--- config.mk ---
export PLATFORM = sky130hd
export DESIGN_NAME = lenet_axil_regs
export DESIGN_NICKNAME = d
export VERILOG_FILES = /design/src/rtl/lenet_axil_pkg.sv /design/src/rtl/lenet_axil_regs.sv
export SDC_FILE = /design/constraint.sdc
export NUM_CORES = 1
export LEC_CHECK = 0
export ABC_AREA = 1
export CAP_MARGIN = 20
export CORE_ASPECT_RATIO = 0.75
export CORE_MARGIN = 3
export CORE_UTILIZATION = 48
export CTS_CLUSTER_SIZE = 10
export DETAILED_ROUTE_END_ITERATION = 6
export GPL_TIMING_DRIVEN = 0
export PLACE_DENSITY = 0.81
export SETUP_SLACK_MARGIN = 0.1
export SYNTH_ARGS = -nofsm -noshare
export SYNTH_HDL_FRONTEND = slang
export SYNTH_SLANG_ARGS = --single-unit
--- constraint.sdc ---
create_clock -name S_AXI_ACLK -period 1.9 [get_ports S_AXI_ACLK]
set_input_delay 0.475 -clock S_AXI_ACLK [delete_from_list [all_inputs] [get_ports S_AXI_ACLK]]
set_output_delay 0.475 -clock S_AXI_ACLK [all_outputs]
set_load 0.02 [all_outputs]
--- src/rtl/lenet_axil_pkg.sv ---
// Shared constants and state types for the LeNet AXI4-Lite register bridge.
// Addresses are byte addresses of the eight 32-bit word registers.
package lenet_axil_pkg;

    localparam logic [4:0] ADDR_CTRL   = 5'h00;
    localparam logic [4:0] ADDR_WGT    = 5'h04;
    localparam logic [4:0] ADDR_BIAS   = 5'h08;
    localparam logic [4:0] ADDR_FMAP   = 5'h0C;
    localparam logic [4:0] ADDR_COUNT  = 5'h10;
    localparam logic [4:0] ADDR_STATUS = 5'h14;
    localparam logic [4:0] ADDR_RESULT = 5'h18;
    localparam logic [4:0] ADDR_SRST   = 5'h1C;

    localparam int WGT_CNT_W  = 12;
    localparam int BIAS_CNT_W = 4;
    localparam int FMAP_CNT_W = 10;

    typedef enum logic [1:0] {W_IDLE, W_PUSH, W_RESP} wr_state_t;
    typedef enum logic {R_IDLE, R_DATA} rd_state_t;

endpackage

--- src/rtl/lenet_axil_regs.sv ---
// AXI4-Lite slave: control/status registers for the LeNet core plus a bridge
// that turns single-beat writes into valid/ready word streams.
module lenet_axil_regs
    import lenet_axil_pkg::*;
#(
    parameter int C_S_AXI_DATA_WIDTH = 32,
    parameter int C_S_AXI_ADDR_WIDTH = 5
) (
    input  logic                              S_AXI_ACLK,
    input  logic                              S_AXI_ARESETN,
    input  logic [C_S_AXI_ADDR_WIDTH-1:0]     S_AXI_AWADDR,
    input  logic [2:0]                        S_AXI_AWPROT,
    input  logic                              S_AXI_AWVALID,
    output logic                              S_AXI_AWREADY,
    input  logic [C_S_AXI_DATA_WIDTH-1:0]     S_AXI_WDATA,
    input  logic [C_S_AXI_DATA_WIDTH/8-1:0]   S_AXI_WSTRB,
    input  logic                              S_AXI_WVALID,
    output logic                              S_AXI_WREADY,
    output logic [1:0]                        S_AXI_BRESP,
    output logic                              S_AXI_BVALID,
    input  logic                              S_AXI_BREADY,
    input  logic [C_S_AXI_ADDR_WIDTH-1:0]     S_AXI_ARADDR,
    input  logic [2:0]                        S_AXI_ARPROT,
    input  logic                              S_AXI_ARVALID,
    output logic                              S_AXI_ARREADY,
    output logic [C_S_AXI_DATA_WIDTH-1:0]     S_AXI_RDATA,
    output logic [1:0]                        S_AXI_RRESP,
    output logic                              S_AXI_RVALID,
    input  logic                              S_AXI_RREADY,
    output logic                              core_start,
    output logic                              core_srst,
    output logic [31:0]                       wgt_data,
    output logic                              wgt_valid,
    input  logic                              wgt_ready,
    output logic [31:0]                       bias_data,
    output logic                              bias_valid,
    input  logic                              bias_ready,
    output logic [31:0]                       fmap_data,
    output logic                              fmap_valid,
    input  logic                              fmap_ready,
    input  logic                              core_done,
    input  logic [3:0]                        core_result
);

    wr_state_t              wr_state_q;
    logic                   awready_q, wready_q, bvalid_q;
    logic [4:0]             awaddr_q;
    logic [31:0]            wdata_q, push_data_q;
    logic [3:0]             wstrb_q;
    logic [2:0]             push_sel_q;
    logic                   start_q, srst_q, done_q;
    logic [3:0]             result_q;
    logic [WGT_CNT_W-1:0]   cnt_wgt_q;
    logic [BIAS_CNT_W-1:0]  cnt_bias_q;
    logic [FMAP_CNT_W-1:0]  cnt_fmap_q;

    rd_state_t              rd_state_q;
    logic                   arready_q, rvalid_q;
    logic [31:0]            rdata_q;

    logic [4:0]             wr_addr_d, wr_word_d, rd_word_d;
    logic [31:0]            wr_data_d, rd_mux_d;
    logic [3:0]             wr_strb_d;
    logic                   wr_fire_d, ctrl_wr_d, srst_wr_d, push_ack_d;
    logic                   cnt_clr_d, done_clr_d;

    // A channel already latched supplies its held value; otherwise the live
    // bus value is used so a same-cycle AW+W completes on the handshake edge.
    always_comb begin
        wr_addr_d  = awready_q ? S_AXI_AWADDR : awaddr_q;
        wr_data_d  = wready_q  ? S_AXI_WDATA  : wdata_q;
        wr_strb_d  = wready_q  ? S_AXI_WSTRB  : wstrb_q;
        wr_word_d  = {wr_addr_d[4:2], 2'b00};
        wr_fire_d  = (wr_state_q == W_IDLE) && (!awready_q || S_AXI_AWVALID)
                     && (!wready_q || S_AXI_WVALID);
        ctrl_wr_d  = wr_fire_d && (wr_word_d == ADDR_CTRL) && wr_strb_d[0];
        srst_wr_d  = wr_fire_d && (wr_word_d == ADDR_SRST) && wr_strb_d[0];
        push_ack_d = |(push_sel_q & {fmap_ready, bias_ready, wgt_ready});
        cnt_clr_d  = srst_q || (ctrl_wr_d && wr_data_d[0] && !start_q);
        done_clr_d = srst_q || (ctrl_wr_d && !wr_data_d[0]);
    end

    always_ff @(posedge S_AXI_ACLK or negedge S_AXI_ARESETN) begin
        if (!S_AXI_ARESETN) begin
            wr_state_q  <= W_IDLE;
            awready_q   <= 1'b1;
            wready_q    <= 1'b1;
            bvalid_q    <= 1'b0;
            awaddr_q    <= '0;
            wdata_q     <= '0;
            wstrb_q     <= '0;
            push_data_q <= '0;
            push_sel_q  <= '0;
            start_q     <= 1'b0;
            srst_q      <= 1'b0;
        end else begin
            case (wr_state_q)
                W_IDLE: begin
                    if (awready_q && S_AXI_AWVALID) begin
                        awaddr_q  <= S_AXI_AWADDR;
                        awready_q <= 1'b0;
                    end
                    if (wready_q && S_AXI_WVALID) begin
                        wdata_q  <= S_AXI_WDATA;
                        wstrb_q  <= S_AXI_WSTRB;
                        wready_q <= 1'b0;
                    end
                    if (wr_fire_d) begin
                        awready_q <= 1'b0;
                        wready_q  <= 1'b0;
                        case (wr_word_d)
                            ADDR_WGT: begin
                                push_sel_q  <= 3'b001;
                                push_data_q <= wr_data_d;
                                wr_state_q  <= W_PUSH;
                            end
                            ADDR_BIAS: begin
                                push_sel_q  <= 3'b010;
                                push_data_q <= wr_data_d;
                                wr_state_q  <= W_PUSH;
                            end
                            ADDR_FMAP: begin
                                push_sel_q  <= 3'b100;
                                push_data_q <= wr_data_d;
                                wr_state_q  <= W_PUSH;
                            end
                            default: begin
                                bvalid_q   <= 1'b1;
                                wr_state_q <= W_RESP;
                            end
                        endcase
                        if (ctrl_wr_d) start_q <= wr_data_d[0];
                        if (srst_wr_d) srst_q  <= wr_data_d[0];
                    end
                end
                W_PUSH: begin
                    if (push_ack_d) begin
                        push_sel_q <= '0;
                        bvalid_q   <= 1'b1;
                        wr_state_q <= W_RESP;
                    end
                end
                W_RESP: begin
                    if (S_AXI_BREADY) begin
                        bvalid_q   <= 1'b0;
                        awready_q  <= 1'b1;
                        wready_q   <= 1'b1;
                        wr_state_q <= W_IDLE;
                    end
                end
                default: wr_state_q <= W_IDLE;
            endcase
        end
    end

    // Counters saturate; a soft-reset or start edge clear outranks any push.
    always_ff @(posedge S_AXI_ACLK or negedge S_AXI_ARESETN) begin
        if (!S_AXI_ARESETN) begin
            cnt_wgt_q  <= '0;
            cnt_bias_q <= '0;
            cnt_fmap_q <= '0;
            done_q     <= 1'b0;
            result_q   <= '0;
        end else begin
            if (cnt_clr_d) begin
                cnt_wgt_q  <= '0;
                cnt_bias_q <= '0;
                cnt_fmap_q <= '0;
            end else if (wr_state_q == W_PUSH && push_ack_d) begin
                if (push_sel_q[0] && !(&cnt_wgt_q))  cnt_wgt_q  <= cnt_wgt_q + WGT_CNT_W'(1);
                if (push_sel_q[1] && !(&cnt_bias_q)) cnt_bias_q <= cnt_bias_q + BIAS_CNT_W'(1);
                if (push_sel_q[2] && !(&cnt_fmap_q)) cnt_fmap_q <= cnt_fmap_q + FMAP_CNT_W'(1);
            end
            if (core_done) begin
                done_q   <= 1'b1;
                result_q <= core_result;
            end else if (done_clr_d) begin
                done_q <= 1'b0;
            end
        end
    end

    always_comb begin
        rd_word_d = {S_AXI_ARADDR[4:2], 2'b00};
        rd_mux_d  = '0;
        case (rd_word_d)
            ADDR_CTRL:   rd_mux_d = {31'b0, start_q};
            ADDR_COUNT:  rd_mux_d = {6'b0, cnt_fmap_q, cnt_bias_q, cnt_wgt_q};
            ADDR_STATUS: rd_mux_d = {30'b0, wr_state_q == W_PUSH, done_q};
            ADDR_RESULT: rd_mux_d = {28'b0, result_q};
            ADDR_SRST:   rd_mux_d = {31'b0, srst_q};
            default:     rd_mux_d = '0;
        endcase
    end

    always_ff @(posedge S_AXI_ACLK or negedge S_AXI_ARESETN) begin
        if (!S_AXI_ARESETN) begin
            rd_state_q <= R_IDLE;
            arready_q  <= 1'b1;
            rvalid_q   <= 1'b0;
            rdata_q    <= '0;
        end else begin
            case (rd_state_q)
                R_IDLE: begin
                    if (S_AXI_ARVALID) begin
                        rdata_q    <= rd_mux_d;
                        rvalid_q   <= 1'b1;
                        arready_q  <= 1'b0;
                        rd_state_q <= R_DATA;
                    end
                end
                R_DATA: begin
                    if (S_AXI_RREADY) begin
                        rvalid_q   <= 1'b0;
                        arready_q  <= 1'b1;
                        rd_state_q <= R_IDLE;
                    end
                end
                default: rd_state_q <= R_IDLE;
            endcase
        end
    end

    logic unused_ok;
    assign unused_ok = ^{S_AXI_AWPROT, S_AXI_ARPROT, S_AXI_ARADDR[1:0],
                         wr_addr_d[1:0], wr_strb_d[3:1]};

    assign S_AXI_AWREADY = awready_q;
    assign S_AXI_WREADY  = wready_q;
    assign S_AXI_BVALID  = bvalid_q;
    assign S_AXI_BRESP   = 2'b00;
    assign S_AXI_ARREADY = arready_q;
    assign S_AXI_RVALID  = rvalid_q;
    assign S_AXI_RDATA   = rdata_q;
    assign S_AXI_RRESP   = 2'b00;
    assign core_start    = start_q;
    assign core_srst     = srst_q;
    assign wgt_valid     = push_sel_q[0];
    assign bias_valid    = push_sel_q[1];
    assign fmap_valid    = push_sel_q[2];
    assign wgt_data      = push_data_q;
    assign bias_data     = push_data_q;
    assign fmap_data     = push_data_q;

endmodule

==> flow_metrics.tcl, run 1 <==
set metrics [dict create \
    grtUsageTotal 0.2253 \
    grt_pass1_vias 6001 \
    relSlewSlack 0.5732 \
    antenna_cells 0 \
    tns_ps 0 \
    synth-xor-area-share 0.003647 \
    layout_commonest_cell "nand2_1" \
    final_cell_area_sq_mm 0.01001 \
    min_period_over_period 0.9292 \
    synth_ff_type "dfrtp_1" \
    grt.overflow.total 0 \
    violations "hold timing" \
    syn-cell-area_sq_mm 0.007204 \
    setup_viol 0 \
    grt_max_degree 92 \
    ys_async_sr_fraction 1.000 \
    hp-class "input pin to async pin" \
    rsz0062_at_grt "true" \
    die_h_microns 112.1 \
    yosys.area_share.simple 0.2289 \
    holdBufCountCts 0 \
    start_kind "flop" \
    cts_tree "built" \
    antenna_found_initial 0 \
    num_vias 6514 \
    synth_compound_area_frac 0.1263 \
    final_cells 1313 \
    worst-setup-path-type "flop to primary output" \
    worst-path-buf-inv 2 \
    fin_crit_ps 1766 \
    crit_fanout 4 \
    wl_per_cell_microns 14.40 \
    dr.pass1.iters 5 \
    clock_latency_ps 410 \
    drt_wl_total_microns 18910 \
    yosys.area.top_type "dfrtp_1" \
    skew_ps 8.285 \
    post_dp_cell_area_sq_mm 0.009359 \
    critPathSlowestCell "dfrtp_2" \
    cts-buffers-inserted 17 \
    die_x_microns 147.5 \
    layout.nets 1170 \
    p_leak_uw 0.005208 \
    syn_area_per_cell_sq_um 8.290 \
    holdWs_ps -12.35 \
    vdd_drop_max_mv 0.9291 \
    clk_pin_slew_ps 60 \
    ys_top_cells_by_area "dfrtp_1 47%, nand2_1 12%, buf_4 7.8%" \
    drt-initial-drc-count 507 \
    tightest_slew_ps 640.1 \
    htreeDepth 4 \
    synthCells 869 \
    place.gp.congestion 0.9016 \
    drive_gt1_frac 0.2049 \
    p_per_area_mw_per_mm2 1502 \
    synthAdderAreaFrac 0.005210 \
    finalHoldViolCount 11 \
    area_delta_synth_final_pct 38.97 \
    initial_utilization 0.4936 \
    viasPerCell 4.961 \
    placedCellCount 1263 \
    status "finished, violations left" \
    clockBufferDepth 2 \
    critPathTopFamily "buffers and inverters" \
    reg2reg_setup_slack_ps 200 \
    netlist.area_leader.share 0.4689 \
    grt_first_pass_wirelength_microns 30380 \
    cp-end-kind "primary output" \
    max_stage_delay_ps 440 \
    place_hpwl_microns 13630 \
    clock_sink_count 138 \
    synth-edff-count 0 \
    cts_root_buffer "clkbuf_16" \
    drc 0 \
    yosysWarnings 0 \
    ys_seq_area_frac 0.4799 \
    worstPathCellList "buf_4 -> dlygate4sd2_1" \
    rows 38 \
    layout_common_cells "224 x nand2_1, 131 x dfrtp_1, 118 x dlygate4sd2_1" \
    drtAntennaViolNets 0 \
    worstPathRequired_ps 1420 \
    yosys_register_bits 138 \
    muxShareOfSynthArea 0 \
    fmax_mhz 566.4 \
    arrival_ps 1290 \
    numPortBuffers 184 \
    synth_top_family_by_area "simple AND/OR/NAND/NOR gates" \
    ioPinCount 209 \
    dieArea_sq_mm 0.01653 \
    cap_viol_max_count 0 \
    synthDistinctLibCells 39 \
    drv_slew 0 \
    core_area_sq_mm 0.01460 \
]
-- what timing repair did --
action	CTS	global route
endpoints found under the setup margin	183	133
resized for setup	145	44
buffers inserted	3	15
pin swaps	0	3
-- metal layers --
| metal | GRT usage | vias to the layer above | share of wire |
|---|---|---|---|
| met5 | 0 | - | 0 |
| met2 | 0.3491 | 237 | 0.45 |
| met3 | 0.04762 | 20 | 0.065 |
| met4 | 0.05338 | 0 | 0.012 |
| li1 | - | 3186 | - |
| met1 | 0.3280 | 3071 | 0.47 |
-- layout make-up --
cell class,count,area [sq um]
Fill cell,1239,4584
Sequential cell,138,3462
Multi-Input combinational cell,534,2724
Timing Repair Buffer,203,1846
Buffer,110,787.0
Clock buffer,19,432.9
Inverter,96,364.1
Tap cell,200,250.2
Clock inverter,13,146.4
-- cell families after synthesis --
kind of cell | after synthesis
compound gates | 150
xor+xnor | 3
fa+ha+maj | 3
buf+inv | 206
flops | 138
other cells | 1
simple gates | 368
-- stage by stage --
stage / hold slack [ps] / worst slack [ps] / utilization / total power (uW)
3_5_place_dp: 440.2 / -274.9 / 0.6412 / 12300
3_3_place_gp: 450.9 / -5185 / 0.6392 / 12130
2_1_floorplan: 179.4 / 293.4 / - / 9215
6_report: -12.35 / 134.4 / 0.6859 / 15040
5_1_grt: 6.088 / 53.30 / 0.6859 / 15990
4_1_cts: 0.2270 / 18.39 / 0.6717 / 14870
-- final timing paths --
check                                   start         endpoint  cells after the start
worst min-delay path            S_AXI_ARESETN  S_AXI_RDATA[11]                      1
worst min register to register  S_AXI_ARREADY    S_AXI_ARREADY                      2
min in group S_AXI_ACLK         S_AXI_ARREADY    S_AXI_ARREADY                      2
max in group asynchronous       S_AXI_ARESETN     bias_data[4]                      2
worst max-delay path             bias_data[4]      wgt_data[4]                      2
worst max register to register   S_AXI_WREADY      wdata_q[20]                      7
-- state kept, by name, summed over array words and instances (netlist names), 2 cells and up --
register / flops
push_sel_q: 3
wdata_q: 32
wr_state_q: 2
result_q: 4
cnt_bias_q: 4
cnt_wgt_q: 12
cnt_fmap_q: 10
awaddr_q: 3
bias_data: 32
S_AXI_RDATA: 26
-- synthesized netlist by cell type (4+ instances only) --
library cell and instances:
nand2_1 225, dfrtp_1 135, inv_1 91, o21ai_0 79, buf_4 75, nor2_1 40, nand3_1 33, nand4_1 29
o21ai_2 24, o31ai_1 21, nand2_2 20, clkbuf_1 15, o21ai_1 11, buf_2 10, a21oi_1 8, buf_6 7
nor2_2 5, nor2_4 4, nor3_1 4
-- power breakdown --
part	leakage [uW]	internal (uW)	switching (uW)
Sequential	0.00178	3810	682
Clock	0.000266	1940	1300
Combinational	0.00317	3120	4180
Total	0.00521	8880	6170
(Power assumes the default switching activity.)
==> run 2, diff against run 1 <==
ABC_AREA = default   (was 1)
CORE_MARGIN = default   (was 3)
CORE_UTILIZATION = 47   (was 48)
PLACE_DENSITY = 0.8   (was 0.81)
==> flow_metrics.tcl, run 2 <==
set metrics [dict create \
    initial_utilization 0.4894 \
    num_vias 5856 \
    area_delta_synth_final_pct 50.10 \
    cts_tree "built" \
    r2r.worst_path.cells 6 \
    wl_per_cell_microns 17.87 \
    arrival_ps 2290 \
    min_period_over_period 1.022 \
    r2r_start "push_sel_q[0]" \
    clk_pin_slew_ps 60 \
    antenna_cells 0 \
    netlist.area_leader.share 0.4953 \
    fmax_mhz 515.2 \
    htreeDepth 4 \
    ys_top_cells_by_area "dfrtp_1 50%, buf_4 8.3%, mux2_2 6.9%" \
    pre_cts_ws_ps -676.7 \
    worstPathCellList "a222oi_1 -> buf_4 -> buf_6 -> or3_4 -> or4_4 -> a21oi_2" \
    yosysWarnings 0 \
    layout.nets 935 \
    relSlewSlack 0.5571 \
    start_kind "flop" \
    drtAntennaViolNets 0 \
    numPortBuffers 184 \
    ioPinCount 209 \
    grtUsageTotal 0.2514 \
    grt_first_pass_wirelength_microns 29410 \
    grt.overflow.total 0 \
    synthTopCellsByCount "135 x dfrtp_1, 86 x o21ai_0, 75 x buf_4" \
    clock_latency_ps 420 \
    ys_seq_area_frac 0.5069 \
    cts_root_buffer "clkbuf_16" \
    grt_max_degree 72 \
    synth_ff_type "dfrtp_1" \
    setup_viol 2 \
    vdd_drop_max_mv 0.9523 \
    final_cell_area_sq_mm 0.01024 \
    status "finished, violations left" \
    cp-end-kind "flop" \
    skew_ps 10.10 \
    max_stage_delay_ps 540 \
    synth.most_common_cell "dfrtp_1" \
    yosys_register_bits 138 \
    post_dp_cell_area_sq_mm 0.009010 \
    hp-class "input pin to async pin" \
    holdBufCountCts 0 \
    p_per_area_mw_per_mm2 1535 \
    viasPerCell 5.463 \
    worst-setup-path-type "flop to flop" \
    core_area_sq_mm 0.01393 \
    dieArea_sq_mm 0.01500 \
    drive_gt1_frac 0.3444 \
    reg2reg_setup_slack_ps -40 \
    p_leak_uw 0.004772 \
    antenna_found_initial 0 \
    rr_endpoint "cnt_wgt_q[10]" \
    cts-buffers-inserted 17 \
    drt_wl_total_microns 19160 \
    critPathSlowestCell "or4_4" \
    drc 0 \
    fin_crit_ps 1941 \
    finalHoldViolCount 0 \
    drv_slew 0 \
    place_hpwl_microns 12660 \
    rows 37 \
    layout_commonest_cell "dfrtp_1" \
    worstPathRequired_ps 2240 \
    tns_ps -61.12 \
    rsz0062_at_grt "true" \
    clockBufferDepth 2 \
    cap_viol_max_count 0 \
    synth-edff-count 0 \
    die_h_microns 106.3 \
    fin_ws_ps -40.96 \
    grt_pass1_vias 5717 \
    dr.pass1.iters 5 \
    crit_fanout 5 \
    syn-cell-area_sq_mm 0.006820 \
    yosys.area.top_type "dfrtp_1" \
    synthDistinctLibCells 60 \
    violations "setup timing" \
    place.gp.congestion 0.8849 \
    worstSetupStartpoint "push_sel_q[0]" \
    syn_area_per_cell_sq_um 10.98 \
    drt-initial-drc-count 350 \
    ys_async_sr_fraction 1.000 \
    synthCells 621 \
    tightest_slew_ps 664.3 \
    clock_sink_count 138 \
    die_x_microns 141.1 \
    layout_common_cells "123 x dfrtp_1, 122 x dlygate4sd2_1, 99 x buf_4" \
]
[run 2: cell types whose count changed after synthesis, sizes merged, moves of 25 or more]
cell   change
nand3     -25
o21ai     -28
mux2i     +36
inv       -82
nor2      -32
nand2    -235
mux2      +42
[run 2: area by class of cell]
class                           count  area, sq um
Fill cell                         965         3697
Sequential cell                   138         3472
Multi-Input combinational cell    371         2983
Timing Repair Buffer              216         1994
Buffer                            109        848.3
Clock buffer                       20        456.7
Tap cell                          195        244.0
Clock inverter                     11        193.9
Inverter                           12        45.04
[run 2: layer usage]
| metal | vias to the layer above | track usage | share of wire |
|---|---|---|---|
| li1 | 2672 | - | - |
| met1 | 2914 | 0.3356 | 0.44 |
| met2 | 235 | 0.4010 | 0.48 |
| met3 | 35 | 0.05721 | 0.056 |
| met4 | 0 | 0.09239 | 0.018 |
| met5 | - | 0 | 0 |
[run 2: report_power, final]
| part | internal, uW | switching, uW |
|---|---|---|
| registers | 3830 | 736 |
| clock network | 2390 | 1270 |
| logic | 3590 | 3890 |
[run 2: cell families after synthesis]
| kind of cell | after synthesis | share of synthesized area |
|---|---|---|
| buffers and inverters | 121 | 0.1106 |
| muxes | 79 | 0.1255 |
| DFF | 138 | 0.5069 |
| xor gates and xnor gates | 2 | 0.002569 |
| other | 1 | 0.0005498 |
| AOI/OAI and AO/OA | 165 | 0.1514 |
| and+or+nand+nor | 112 | 0.09705 |
| adders and majority gates | 3 | 0.005504 |
[run 2: per-stage QoR]
stage	power, uW	util	hold slack (ps)	instances
after floorplan	8900	-	179.4	630
after global placement	11680	0.6445	466.1	1009
after detailed placement	11940	0.6466	468.9	1010
after CTS	15270	0.7059	91.94	1059
after global routing	16480	0.7347	120.5	1072
final	15710	0.7347	79.41	1072
[run 2: critical path, delay by kind of cell (launching register included)]
family	cells	cell delay, ps
simple gates	2	880
compound gates	2	270
flops	1	410
buf+inv	2	310
[run 2: how the worst max path moves through the flow]
stage | endpoint | slack (ps) | depth (start not counted)
final | cnt_wgt_q[10] | -40 | 6
after global routing | cnt_wgt_q[10] | -80 | 6
after CTS | cnt_wgt_q[11] | -70 | 4
after detailed placement | S_AXI_RDATA[13] | -680 | 5
after global placement | push_sel_q[0] | -5450 | 1
after floorplan | cnt_wgt_q[10] | 70 | 6
[run 2: timing repair]
item,in CTS,in global routing
cloned,1,2
setup endpoints to repair,242,113
buffers inserted,17,11
gates resized for setup,204,100
pin swaps,20,17
